**src/rtl/lsu_master.sv**
```systemverilog
// lsu_master: load/store initiator with alignment check, lane steering and ack timeout.
module lsu_master #(
    parameter int TIMEOUT = 15
) (
    input  logic        clk,
    input  logic        reset,
    input  logic        cpu_valid,
    output logic        cpu_ready,
    input  logic        cpu_we,
    input  logic [1:0]  cpu_size,
    input  logic        cpu_uext,
    input  logic [31:0] cpu_addr,
    input  logic [31:0] cpu_wdata,
    output logic        done,
    output logic [31:0] rdata,
    output logic        err_align,
    output logic        err_timeout,
    output logic        mem_req,
    output logic        mem_we,
    output logic [31:0] mem_addr,
    output logic [3:0]  mem_be,
    output logic [31:0] mem_wdata,
    input  logic        mem_ack,
    input  logic [31:0] mem_rdata
);
    localparam int CW = $clog2(TIMEOUT + 1);
    localparam logic [CW-1:0] LAST = CW'(TIMEOUT - 1);
    localparam logic [1:0] IDLE = 2'd0, REQ = 2'd1, RESP = 2'd2;

    logic [1:0]    state_q, state_d;
    logic          we_q, we_d, uext_q, uext_d, ea_q, ea_d, et_q, et_d;
    logic [1:0]    size_q, size_d;
    logic [31:0]   addr_q, addr_d, wd_q, wd_d, rdata_q, rdata_d;
    logic [3:0]    be_q, be_d;
    logic [CW-1:0] cnt_q, cnt_d;
    logic          ok;
    logic [31:0]   sh, ext;

    assign cpu_ready   = state_q == IDLE;
    assign done        = state_q == RESP;
    assign err_align   = done & ea_q;
    assign err_timeout = done & et_q;
    assign mem_req     = state_q == REQ;
    assign mem_we      = we_q;
    assign mem_addr    = {addr_q[31:2], 2'b00};
    assign mem_be      = be_q;
    assign mem_wdata   = wd_q;
    assign rdata       = rdata_q;

    always_comb begin
        ok = cpu_size == 2'b10 ? cpu_addr[1:0] == 2'b00 :
             cpu_size == 2'b01 ? !cpu_addr[0] : cpu_size == 2'b00;
        // halfword accesses are aligned, so a byte-granular shift also lands the half lane
        sh  = mem_rdata >> {addr_q[1:0], 3'b000};
        ext = size_q == 2'b00 ? (uext_q ? {24'b0, sh[7:0]} : {{24{sh[7]}}, sh[7:0]}) :
              size_q == 2'b01 ? (uext_q ? {16'b0, sh[15:0]} : {{16{sh[15]}}, sh[15:0]}) :
              mem_rdata;
        state_d = state_q;
        we_d    = we_q;
        uext_d  = uext_q;
        size_d  = size_q;
        addr_d  = addr_q;
        wd_d    = wd_q;
        be_d    = be_q;
        ea_d    = ea_q;
        et_d    = et_q;
        cnt_d   = cnt_q;
        rdata_d = rdata_q;
        if (state_q == IDLE && cpu_valid) begin
            we_d    = cpu_we;
            uext_d  = cpu_uext;
            size_d  = cpu_size;
            addr_d  = cpu_addr;
            be_d    = cpu_size == 2'b00 ? 4'b0001 << cpu_addr[1:0] :
                      cpu_size == 2'b01 ? 4'b0011 << cpu_addr[1:0] : 4'b1111;
            wd_d    = cpu_size == 2'b00 ? {4{cpu_wdata[7:0]}} :
                      cpu_size == 2'b01 ? {2{cpu_wdata[15:0]}} : cpu_wdata;
            ea_d    = !ok;
            et_d    = 1'b0;
            cnt_d   = '0;
            state_d = ok ? REQ : RESP;
            rdata_d = ok ? rdata_q : 32'b0;
        end else if (state_q == REQ) begin
            if (mem_ack) begin
                state_d = RESP;
                rdata_d = we_q ? rdata_q : ext;
            end else if (cnt_q == LAST) begin
                state_d = RESP;
                et_d    = 1'b1;
                rdata_d = 32'b0;
            end else begin
                cnt_d = cnt_q + 1'b1;
            end
        end else if (state_q == RESP) begin
            state_d = IDLE;
        end
    end

    always_ff @(posedge clk or negedge reset) begin
        if (!reset) begin
            state_q <= IDLE;
            we_q    <= 1'b0;
            uext_q  <= 1'b0;
            size_q  <= 2'b00;
            addr_q  <= 32'b0;
            wd_q    <= 32'b0;
            be_q    <= 4'b0;
            ea_q    <= 1'b0;
            et_q    <= 1'b0;
            cnt_q   <= '0;
            rdata_q <= 32'b0;
        end else begin
            state_q <= state_d;
            we_q    <= we_d;
            uext_q  <= uext_d;
            size_q  <= size_d;
            addr_q  <= addr_d;
            wd_q    <= wd_d;
            be_q    <= be_d;
            ea_q    <= ea_d;
            et_q    <= et_d;
            cnt_q   <= cnt_d;
            rdata_q <= rdata_d;
        end
    end
endmodule

```
**config.mk**
```make
export PLATFORM = sky130hd
export DESIGN_NAME = lsu_master
export DESIGN_NICKNAME = d
export VERILOG_FILES = /design/src/rtl/lsu_master.sv
export SDC_FILE = /design/constraint.sdc
export NUM_CORES = 1
export LEC_CHECK = 0
export ABC_AREA = 1
export CAP_MARGIN = 20
export CORE_UTILIZATION = 41
export DETAILED_ROUTE_END_ITERATION = 12
export PLACE_DENSITY = 0.78
export SETUP_SLACK_MARGIN = 0.02
export SLEW_MARGIN = 20
export SYNTH_ARGS = -nofsm -noshare
export SYNTH_HDL_FRONTEND = slang
export SYNTH_SLANG_ARGS = --single-unit
```
**constraint.sdc**
```tcl
create_clock -name clk -period 1.6 [get_ports clk]
set_clock_uncertainty 0.15 [all_clocks]
set_input_delay 0.32 -clock clk [delete_from_list [all_inputs] [get_ports clk]]
set_output_delay 0.32 -clock clk [all_outputs]
set_load 0.03 [all_outputs]
```
# Word level (Yosys, flattened, before mapping)
# Cells that the tools add are included.
word_totals:
  output_inout_bits: 106
  word_cells: 73
  regBits: 112
  ram_bits: 0
  n_memories: 0
  mem_bits_ro: 0
  latch_bits: 0
op_classes:
  eq_ne: 11
  mux: 30
  mul: 0
  n_shift: 3
  div: 0
  bitwise: 2
  n_reduce_logical: 15
  magnitude_cmp: 0
  addsub: 1
op_table:
  columns: ["operator", "count"]
  rows:
  - ["$mux W32", 12]
  - ["$shr A32 B5 Y16", 1]
  - ["$mux W4", 6]
  - ["$mux W2", 6]
  - ["$logic_not A2 Y1", 4]
  - ["$eq A2 B1 Y1 const B", 3]
  - ["$mux W1", 6]
  - ["$reduce_and A3 Y1", 2]
  - ["$reduce_bool A3 Y1", 2]
  - ["$add A4 B1 Y4 const B", 1]
  - ["$eq A2 B2 Y1 const B", 2]
  - ["$eq A4 B4 Y1 const B", 1]
  - ["$ne A2 B2 Y1 const B", 2]
  - ["$ne A4 B1 Y1 const B", 1]
  - ["$reduce_and A4 Y1", 1]
  - ["$reduce_bool A2 Y1", 2]
  - ["$shl A1 B2 Y4 const A", 1]
  - ["$shl A2 B2 Y4 const A", 1]
  - ["$ne A3 B2 Y1 const B", 1]
  - ["$and A1 B1 Y1", 2]
  - ["$logic_not A1 Y1", 2]
  - ["$ne A2 B1 Y1 const B", 1]
  - ["$reduce_and A2 Y1", 1]
  - ["$logic_and A1 B1 Y1", 1]

# Logic depth before layout (Yosys ltp)
# Gate-level depths: netlist of run 1.
depth:
  depth_word: 8
  mapped_depth: 11
  ltp_nobuf: 10

# Least setup slack after synthesis of run 1
# OpenSTA, ideal clock, no wires.
synth_path:
  kind: "reg2reg"
  from: "register state_q[0]"
  to: "register rdata_q[16] (netlist: rdata[16])"
  t_required_ns: 1.385
  setup_time_ns: 0.065
  arrival_ns: 1.704
  stages_incl_launch_ff: 12
  n_path_buf: 1
  slack_ns: -0.319
  period_less_slack_ns: 1.919
  cell_sequence: "dfrtp_1 > inv_1 > ha_1 > nand2_2 > nand2_2 > nor2_1 > nor2_2 > nand2_4 > nor2_8 > buf_6 > nand3_1 > nand2_1"
synth_via:
  elab_chain_cells: 4
synth_rtl:
  columns: ["element", "line", "source"]
  rows:
  - ["start: declaration", "30", "logic [1:0] state_q, state_d;"]
  - ["start signal: assignment", "113", "state_q <= state_d;"]
  - ["$logic_not A2 Y1 (*)", null, null]
  - ["via cpu_ready", "8", "output logic cpu_ready,"]
  - ["$logic_and A1 B1 Y1 (*)", "69", "if (state_q == IDLE && cpu_valid) begin"]
  - ["$ne A3 B2 Y1 (no line), or another cell as far along", null, null]
  - ["$reduce_and A4 Y1 (no line)", null, null]
  - ["end signal: assignment", "123", "rdata_q <= rdata_d;"]
  - ["end: declaration", "33", "logic [31:0] addr_q, addr_d, wd_q, wd_d, rdata_q, rdata_d;"]
# Mark *: on every way through the listed nets, which the timed path passes. The rest lies on a longest branch.
# A chain may end at the register's enable or synchronous reset.

# Worst setup path in the final report of run 1
layout_path:
  from: "register state_q[0]"
  to: "register rdata_q[13] (netlist: rdata[13])"
layout_via:
  elab_chain_cells: 4
layout_rtl:
  columns: ["element", "line"]
  rows:
  - ["$logic_not A2 Y1", "69"]
  - ["$logic_and A1 B1 Y1", "69"]
  - ["$ne A3 B2 Y1 (no line), or another cell as far along", null]
  - ["$reduce_and A4 Y1 (no line)", null]
# Several ways; a longest one is shown, not always the timed one.

==> run metrics, run 1 <==
crit path time final 1.80 ns; CTS sink count 112; CTS tree yes; Critical Path End rdata[13]$_DFFE_PN0P_; # Max-Cap Violations 0; GRT Util Overall 0.243; Final Core Density 0.662; # rows 43; core footprint 13800 um2; first-pass iteration count of the detailed router 5; Starting Density 0.419; Yosys reg bits 112; Slew Limit Fails 0; CP endpoint kind register; RSZ-0062 raised after global routing yes; Synth Warn # 0; Via Count 5846; Hold WC Path Type register to register; Seq/Total Area, Yosys 0.483; Tcrit/Tclk final 1.13; io pins 210; R2R Setup Slk -0.20 ns; Critical R2R Launch state_q[0]$_DFFE_PN0P_; crit path DAT 1.90 ns; cells after synthesis 745; Startpoint Class register; final WL 17.8 mm; mapped cell area 5800 um2; final setup margin -0.201 ns; full die area 14600 um2; htree depth 3; dpl ws -0.509 ns; 1st-iter DRT viols 536; largest net degree at the start of global routing 75; status finished with violations; GRT Residual Overflow 0; Clk Latency, worst-skew pair 0.35 ns; n_diodes 0; Power Density 2030 nW/um2; port bufs 207; DP HPWL 11.8 mm; # setup viols final 42; area grow syn2layout 57.8%; share of cells above drive strength 1 0.279; final hold vios 0; WP data required 1.70 ns; DRC 0; reg2reg path depth 11; leak pwr 4.50 nW; ANT nets after route 0; CTS Buffer Depth 2; Critical Path Fanout Max 14; VDD IR max 0.000980 V; Via density 5.04; GPL Wtd Cong 0.914; Max Fclk 555 MHz; Root Driver clkbuf_16; wire length per cell 15.4 um; number of global-route vias before repair 5674; die height 121 um; failing checks negative setup slack; Netlist cell types 31; CP startpoint state_q[0]$_DFFE_PN0P_; worst r2r dst rdata[13]$_DFFE_PN0P_; first-pass GRT wire length 27.9 mm; final-stage net count 1089; initial antenna violation count 0; die width 121 um; critical setup path kind register to register; Syn Area/Cell 7.78 um2; CTS clk-pin slew, worst paths 0.08 ns; TritonCTS Buffers 9
[final cells by class]
type | count | area (um2)
clock buffer | 11 | 253
inverter | 29 | 118
tap | 180 | 225
fill | 1136 | 4680
sequential | 112 | 2810
multi-input combinational | 534 | 2830
timing repair buffer | 290 | 2860
clock inverter | 5 | 63.8
[where the power goes]
part	internal, mW	switching, mW	total, mW
combinational	4.50	6.62	11.1
sequential	4.13	0.911	5.04
clock	1.32	1.10	2.42
[cell usage in the layout (no fill, tap or decap), types with 8 or more instances in the layout]
| cell | Yosys | final |
|---|---|---|
| buf_6 | 6 | 16 |
| dfrtp_1 | 112 | 110 |
| clkdlybuf4s50_1 | 0 | 102 |
| o21ai_0 | 25 | 18 |
| nor2_1 | 51 | 45 |
| nand2_1 | 304 | 287 |
| clkdlybuf4s15_2 | 0 | 20 |
| nand3_1 | 46 | 41 |
| inv_1 | 24 | 17 |
| buf_12 | 0 | 23 |
| clkbuf_16 | 0 | 12 |
| nand2_4 | 2 | 10 |
| a21oi_4 | 0 | 9 |
| buf_4 | 36 | 56 |
| inv_2 | 4 | 9 |
| clkbuf_2 | 0 | 50 |
| nand2_2 | 7 | 14 |
| a31oi_1 | 9 | 8 |
| a21oi_1 | 54 | 42 |
| clkdlybuf4s15_1 | 0 | 17 |
[metal layers]
layer / part of all wire / GRT usage
met1: 0.41 / 0.308
met2: 0.48 / 0.403
met3: 0.082 / 0.0569
met4: 0.024 / 0.0926
met5: 0 / 0
[flip-flops by register name, indices dropped and copies added (netlist names)]
| name | count |
|---|---|
| cnt_q | 4 |
| ea_q | 1 |
| uext_q | 1 |
| mem_we | 1 |
| mem_wdata | 32 |
| state_q | 2 |
| size_q | 2 |
| mem_be | 4 |
| addr_q | 32 |
| rdata | 32 |
| et_q | 1 |
[timing repair]
action / CTS / global route
resized for setup: 268 / 106
buffers inserted: 8 / 11
hold endpoints to repair: 112 / 0
hold buffers: 1 / 0
setup endpoints to repair: 150 / 153
pin swaps: 13 / 8
gates cloned: 2 / 3
[worst min path at each step]
stage / to / cells after the start / start
after floorplan: addr_q[0]$_DFFE_PN0N_ / 0 / reset
after global placement: rdata[5]$_DFFE_PN0P_ / 2 / reset
after detailed placement: rdata[13]$_DFFE_PN0P_ / 2 / reset
after CTS: addr_q[19]$_DFFE_PN0N_ / 3 / cpu_addr[19]
after global routing: addr_q[9]$_DFFE_PN0N_ / 3 / cpu_addr[9]
final: addr_q[18]$_DFFE_PN0N_ / 2 / addr_q[18]$_DFFE_PN0N_
[per-stage QoR]
stage          cell area, um2  power, mW  cells  setup TNS, ns  hold slack, ns
3_5_place_dp             8250       15.5   1123         -29.26           0.230
6_report                 9150       18.6   1161          -7.04           0.335
4_1_cts                  9040       18.2   1149          -5.73           0.330
2_1_floorplan            5850       11.5    746          -1.06          -0.126
3_3_place_gp             8250       15.3   1123         -26.98           0.227
5_1_grt                  9150       19.7   1161         -10.74           0.346
[worst max-delay path, cell delays in order (launching register included)]
cell and delay (ns):
dfrtp_1 0.39, inv_2 0.09, ha_4 0.18, nand2_8 0.09
nand2_4 0.09, nor2_4 0.04, nor2_4 0.16, nand2_8 0.11
buf_4 0.16, buf_8 0.14, nand2_1 0.07, nand2_1 0.05
[cells by family after synthesis]
family | after synthesis | synth area share
AO/OA/AOI/OAI | 97 | 0.0920
adder cells (fa/ha/maj) | 9 | 0.0194
buffers and inverters | 100 | 0.0995
flip-flops | 112 | 0.483
multiplexers | 1 | 0.00173
other | 1 | 0.000647
AND/OR/NAND/NOR | 425 | 0.303
[synth_stat cells (all sizes together)]
library cell	count	area, um2
nand2	313	1210
dfrtp	112	2800
buf	63	435
nor2	55	244
a21oi	54	270
nand3	48	250
inv	29	111
o21ai	26	141
a31oi	9	56.3
ha	9	113
clkbuf	8	30.0
or2	6	37.5
o31ai	4	30.0
o221ai	3	26.3
a22o	1	8.76
conb	1	3.75
mux2i	1	10.0
nand4	1	6.26
nor3	1	5.00
nor3b	1	7.51
(Power assumes the default switching activity.)
==> run 2, diff against run 1 <==
--- a/config.mk
+++ b/config.mk
@@ -7,9 +7,9 @@
 export LEC_CHECK = 0
 export ABC_AREA = 1
 export CAP_MARGIN = 20
-export CORE_UTILIZATION = 41
+export CORE_UTILIZATION = 49
 export DETAILED_ROUTE_END_ITERATION = 12
-export PLACE_DENSITY = 0.78
+export PLACE_DENSITY = 0.88
 export SETUP_SLACK_MARGIN = 0.02
 export SLEW_MARGIN = 20
 export SYNTH_ARGS = -nofsm -noshare
==> constraint.sdc (replaced) <==
create_clock -name clk -period 2.1 [get_ports clk]
set_clock_uncertainty 0.15 [all_clocks]
set_input_delay 0.42 -clock clk [delete_from_list [all_inputs] [get_ports clk]]
set_output_delay 0.42 -clock clk [all_outputs]
set_load 0.03 [all_outputs]
==> run 2 against run 1 <==
Net effect: the run now ends clean; total power fell by 30%; final area fell by 10%; clock-buffer cell count rose by 2; largest power group unchanged; core utilization rose by 5.5 points; first-iteration DRC count fell by 27%; clock power fell by 26%; sequential share of layout area rose by 3.4 points.
==> run metrics, run 2 (synthesis results as in run 1) <==
status complete, no violations; # Max-Cap Violations 0 (unchanged); final WL 16.3 mm (-8.4%); CTS clk-pin slew, worst paths 0.07 ns (about the same); GPL Wtd Cong 0.943 (+3.1%); io pins 210 (unchanged); crit path DAT 1.43 ns (-0.47 ns); die width 111 um (-8.4%); Slew Limit Fails 0 (unchanged); CTS sink count 112 (unchanged); commonest non-fill, non-tap cells in the layout 304 x nand2_1, 201 x clkdlybuf4s50_1, 112 x dfrtp_1; largest net degree at the start of global routing 40 (-47%); final hold vios 0 (unchanged); DRC 0 (unchanged); wire length per cell 15.2 um (-1.0%); ANT nets after route 0 (unchanged); Root Driver clkbuf_16; fin cells 1075 (-7.4%); placed cells 1058 (-5.8%); Clk Latency, worst-skew pair 0.34 ns (about the same); first-pass iteration count of the detailed router 5 (unchanged); die height 111 um (-8.4%); TritonCTS Buffers 9 (unchanged); RSZ-0062 raised after global routing no; Tcrit/Tclk final 0.952; Via Count 5580 (-4.6%); htree depth 3 (unchanged); leading cell type in the layout, fill and taps excluded nand2_1; CP endpoint kind output pin; VDD IR max 0.000910 V (-7.2%); full die area 12300 um2 (-16%); Power Density 1580 nW/um2 (-22%); WP data required 1.53 ns (-0.17 ns); initial antenna violation count 0 (unchanged); Critical Path Fanout Max 3 (-11); number of global-route vias before repair 5607 (-1.2%); Hold WC Path Type register to register; # setup viols final 0 (-100%); # rows 39 (-9.3%); port bufs 207 (unchanged); CTS Buffer Depth 2 (unchanged); Max Fclk 500 MHz; final-stage net count 1040 (-4.5%); crit path time final 2.00 ns; Starting Density 0.506 (+0.0863); n_diodes 0 (unchanged); Startpoint Class register; leak pwr 4.01 nW (-11%); CTS tree yes; area grow syn2layout 41.8%; share of cells above drive strength 1 0.0869 (-0.192); worst hold margin 0.333 ns (-0.00197 ns); first-pass GRT wire length 27.3 mm (-2.3%); DP HPWL 11.9 mm (+1.2%); GRT Util Overall 0.276 (+0.0322); core footprint 11500 um2 (-17%); 1st-iter DRT viols 393 (-27%); critical setup path kind register to output pin; post-CTS setup-driven buffer insertion count 0 (-8); Via density 5.19 (+3.1%); GRT Residual Overflow 0 (unchanged)
==> run 2: cell types whose count changed in the layout (fill, tap and decap cells not counted), sizes merged <==
cell,before,now
clkdlybuf4s15,37,1
buf,97,37
clkbuf,64,14
inv,29,30
clkdlybuf4s50,102,201
clkinv,3,0
==> run 2: layout make-up <==
type / instances / area [um2]
Clock buffer: 13 / 270
Clock inverter: 3 / 46.3
Fill cell: 891 / 3250
Inverter: 29 / 111
Multi-Input combinational cell: 534 / 2420
Sequential cell: 112 / 2800
Tap cell: 143 / 179
Timing Repair Buffer: 241 / 2390
==> run 2: final timing paths <==
check,start,to,slack [ns],depth (start not counted)
worst max register to register,state_q[0]$_DFFE_PN0P_,rdata[26]$_DFFE_PN0P_,0.20,10
min in group asynchronous,reset,mem_be[2]$_DFFE_PN0N_,0.43,2
worst min register to register,rdata[4]$_DFFE_PN0P_,rdata[4]$_DFFE_PN0P_,0.33,2
worst min-delay path,rdata[4]$_DFFE_PN0P_,rdata[4]$_DFFE_PN0P_,0.33,2
worst max-delay path,state_q[0]$_DFFE_PN0P_,cpu_ready,0.10,3
max in group asynchronous,reset,addr_q[14]$_DFFE_PN0N_,0.80,3
==> run 2: per-stage QoR <==
step | setup TNS, ns | utilization | setup slack, ns | instance area (um2) | power (mW)
2_1_floorplan | 0 | - | 0.181 | 5800 | 8.65
3_3_place_gp | -1.05 | 0.689 | -0.0484 | 7900 | 11.1
3_5_place_dp | -2.94 | 0.689 | -0.135 | 7900 | 11.2
4_1_cts | 0 | 0.717 | 0.0614 | 8230 | 13.1
5_1_grt | 0 | 0.717 | 0.0213 | 8220 | 13.8
6_report | 0 | 0.717 | 0.101 | 8220 | 13.0
==> run 2: layer usage <==
layer	global-route usage	up-vias	routed length [um]
met5	0	-	0
met4	0.115	0	527
met3	0.0678	41	1470
met2	0.451	275	7640
met1	0.349	2568	6700
li1	-	2696	-
==> run 2: worst max-delay path: stages (launching register included) <==
cell and delay, ns:
dfrtp_1 0.40, inv_1 0.09, ha_1 0.19, clkdlybuf4s15_1 0.40
==> run 2: repair_timing <==
| action | CTS | global route |
|---|---|---|
| hold buffers | 1 | 0 |
| endpoints found under the setup margin | 3 | 3 |
| resized for setup | 5 | 5 |
| pin swaps | 0 | 0 |
| hold endpoints to repair | 28 | 0 |
==> run 2: report_power, final <==
group	switching [mW]	internal, mW
logic	4.56	2.90
clock network	0.768	1.03
registers	0.607	3.15
==> run 3, diff against run 2 <==
--- a/config.mk
+++ b/config.mk
@@ -11,6 +11,7 @@
 export DETAILED_ROUTE_END_ITERATION = 12
 export PLACE_DENSITY = 0.88
 export SETUP_SLACK_MARGIN = 0.02
+export SKIP_LAST_GASP = 1
 export SLEW_MARGIN = 20
 export SYNTH_ARGS = -nofsm -noshare
 export SYNTH_HDL_FRONTEND = slang
==> run 3 against run 2 <==
Net effect: combinational power hardly changed; maximum frequency hardly changed; sequential power hardly changed; cell count stayed put; total power hardly changed; clock-buffer cell count stayed put; clock power hardly changed; critical path type unchanged; largest cell class unchanged; largest power group unchanged.
==> run metrics, run 3 (synthesis results as in run 1) <==
fin cells 1075 (unchanged); die width 111 um (unchanged); Critical Path Fanout Max 3 (unchanged); port bufs 207 (unchanged); worst r2r dst rdata[26]$_DFFE_PN0P_; Clock power frac 0.138 (about the same); Slew Limit Fails 0 (unchanged); leak pwr 4.01 nW (about the same); Hold Path Origin rdata[4]$_DFFE_PN0P_; crit path DAT 1.43 ns (about the same); DP HPWL 11.9 mm (unchanged); WP data required 1.53 ns (about the same); GRT Util Overall 0.276 (unchanged); CTS sink count 112 (unchanged); reg2reg path depth 10 (unchanged); status complete, no violations; die height 111 um (unchanged); Clk Latency, worst-skew pair 0.34 ns (about the same); area of the multi-input gates 2420 um2 (unchanged); io pins 210 (unchanged); worst hold margin 0.333 ns (-0.00000100 ns); CP top delay family buffers and inverters; first-pass GRT wire length 27.3 mm (unchanged); core footprint 11500 um2 (unchanged); worst hold stages 2 (unchanged); DRC 0 (unchanged); Final Core Density 0.717 (unchanged); Root Driver clkbuf_16; n_diodes 0 (unchanged); post-CTS setup-driven buffer insertion count 0 (unchanged); VDD IR max 0.000910 V (about the same); htree depth 3 (unchanged); Via density 5.19 (about the same); # Max-Cap Violations 0 (unchanged); crit path time final 2.00 ns (+0.0000330 ns); CP Cell Sequence inv_1 > ha_1 > clkdlybuf4s15_1; wire length per cell 15.2 um (about the same); final instance area 8220 um2 (unchanged); share of cells above drive strength 1 0.0869 (unchanged); cell area after placement 7900 um2 (unchanged); # fillers 891 (unchanged); Via Count 5578 (-0.036%); Tcrit/Tclk final 0.952 (about the same); ANT nets after route 0 (unchanged); CTS Buffer Depth 2 (unchanged); Hold WC Path Type register to register; R2R Setup Slk 0.20 ns (about the same); commonest non-fill, non-tap cells in the layout 304 x nand2_1, 201 x clkdlybuf4s50_1, 112 x dfrtp_1; switching pwr 5.94 mW (about the same); final-stage net count 1040 (unchanged); TritonCTS Buffers 9 (unchanged); final hold vios 0 (unchanged); # setup viols final 0 (unchanged); GPL Wtd Cong 0.943 (unchanged); # rows 39 (unchanged); full die area 12300 um2 (unchanged); Max Fclk 500 MHz (about the same); storage element area 2800 um2 (unchanged); worst hold path endpoint rdata[4]$_DFFE_PN0P_; 1st-iter DRT viols 393 (unchanged); Startpoint Class register; P_int 7.08 mW (about the same); largest net degree at the start of global routing 40 (unchanged); register share of total power 0.288 (about the same); Starting Density 0.506 (unchanged); CP peak stage delay 0.40 ns (about the same); number of global-route vias before repair 5607 (unchanged); CTS clk-pin slew, worst paths 0.07 ns (about the same); Buffers & Inverters on Critical Path 2 (unchanged); CP max stage cell dfrtp_1; Logic pwr share 0.573 (about the same); leading cell type in the layout, fill and taps excluded nand2_1; final WL 16.3 mm (about the same); initial antenna violation count 0 (unchanged); critical setup path kind register to output pin; placed cells 1058 (unchanged); Critical R2R Launch state_q[0]$_DFFE_PN0P_; GRT Residual Overflow 0 (unchanged); RSZ-0062 raised after global routing no; switch share 0.456 (about the same); Power Density 1580 nW/um2 (about the same); post-route setup TNS 0 ns (unchanged); CTS tree yes; first-pass iteration count of the detailed router 5 (unchanged); CP endpoint kind output pin; area grow syn2layout 41.8% (unchanged)
run 3: cell types whose count changed in the layout (fill, tap and decap cells not counted), sizes merged:
cell | before | now
buf | 37 | 36
clkbuf | 14 | 15
run 3: tightest hold or removal path, cell delays in order (launching register included):
cell and delay (ns):
dfrtp_1 0.35, nand2_1 0.05, nand2_1 0.05
run 3: repair_timing:
item,4_1_cts,5_1_grt
resized for setup,3,5
endpoints found under the hold margin,28,0
endpoints found under the setup margin,3,3
hold buffers,1,0
run 3: final cells by class:
| cell class | count | area share |
|---|---|---|
| clock buffer | 13 | 0.0329 |
| timing repair buffer | 241 | 0.290 |
| tap | 143 | 0.0218 |
| inverter | 29 | 0.0136 |
| multi-input combinational | 534 | 0.295 |
| clock inverter | 3 | 0.00563 |
| sequential | 112 | 0.341 |
run 3: worst max-delay path by stage:
stage	slack, ns	endpoint	from	cells past startpoint
after detailed placement	-0.14	rdata[26]$_DFFE_PN0P_	cpu_addr[0]	11
final	0.10	cpu_ready	state_q[0]$_DFFE_PN0P_	3
after global placement	-0.05	rdata[27]$_DFFE_PN0P_	cpu_addr[0]	11
after global routing	0.02	rdata[9]$_DFFE_PN0P_	state_q[0]$_DFFE_PN0P_	10
after floorplan	0.18	rdata[16]$_DFFE_PN0P_	state_q[0]$_DFFE_PN0P_	11
after CTS	-0.01	err_align	state_q[0]$_DFFE_PN0P_	5
run 3: metrics by stage:
step / total power [mW] / setup WS [ns]
finish: 13.0 / 0.101
global route: 13.8 / 0.0213
CTS: 13.1 / -0.0124
detailed placement: 11.2 / -0.135
global placement: 11.1 / -0.0484
floorplan: 8.65 / 0.181
run 3: layer usage:
metal	track usage	vias up	routed length, um
met4	0.115	0	527
met1	0.349	2573	6700
met3	0.0678	41	1440
li1	-	2696	-
met2	0.451	268	7670
met5	0	-	0
run 3: power by group through the flow:
stage / Clock [mW] / Combinational, mW / Sequential [mW]
floorplan: 0 / 3.79 / 4.85
global placement: 0 / 7.32 / 3.76
detailed placement: 0 / 7.48 / 3.76
CTS: 1.83 / 7.48 / 3.75
global route: 1.91 / 8.03 / 3.88
finish: 1.80 / 7.46 / 3.75
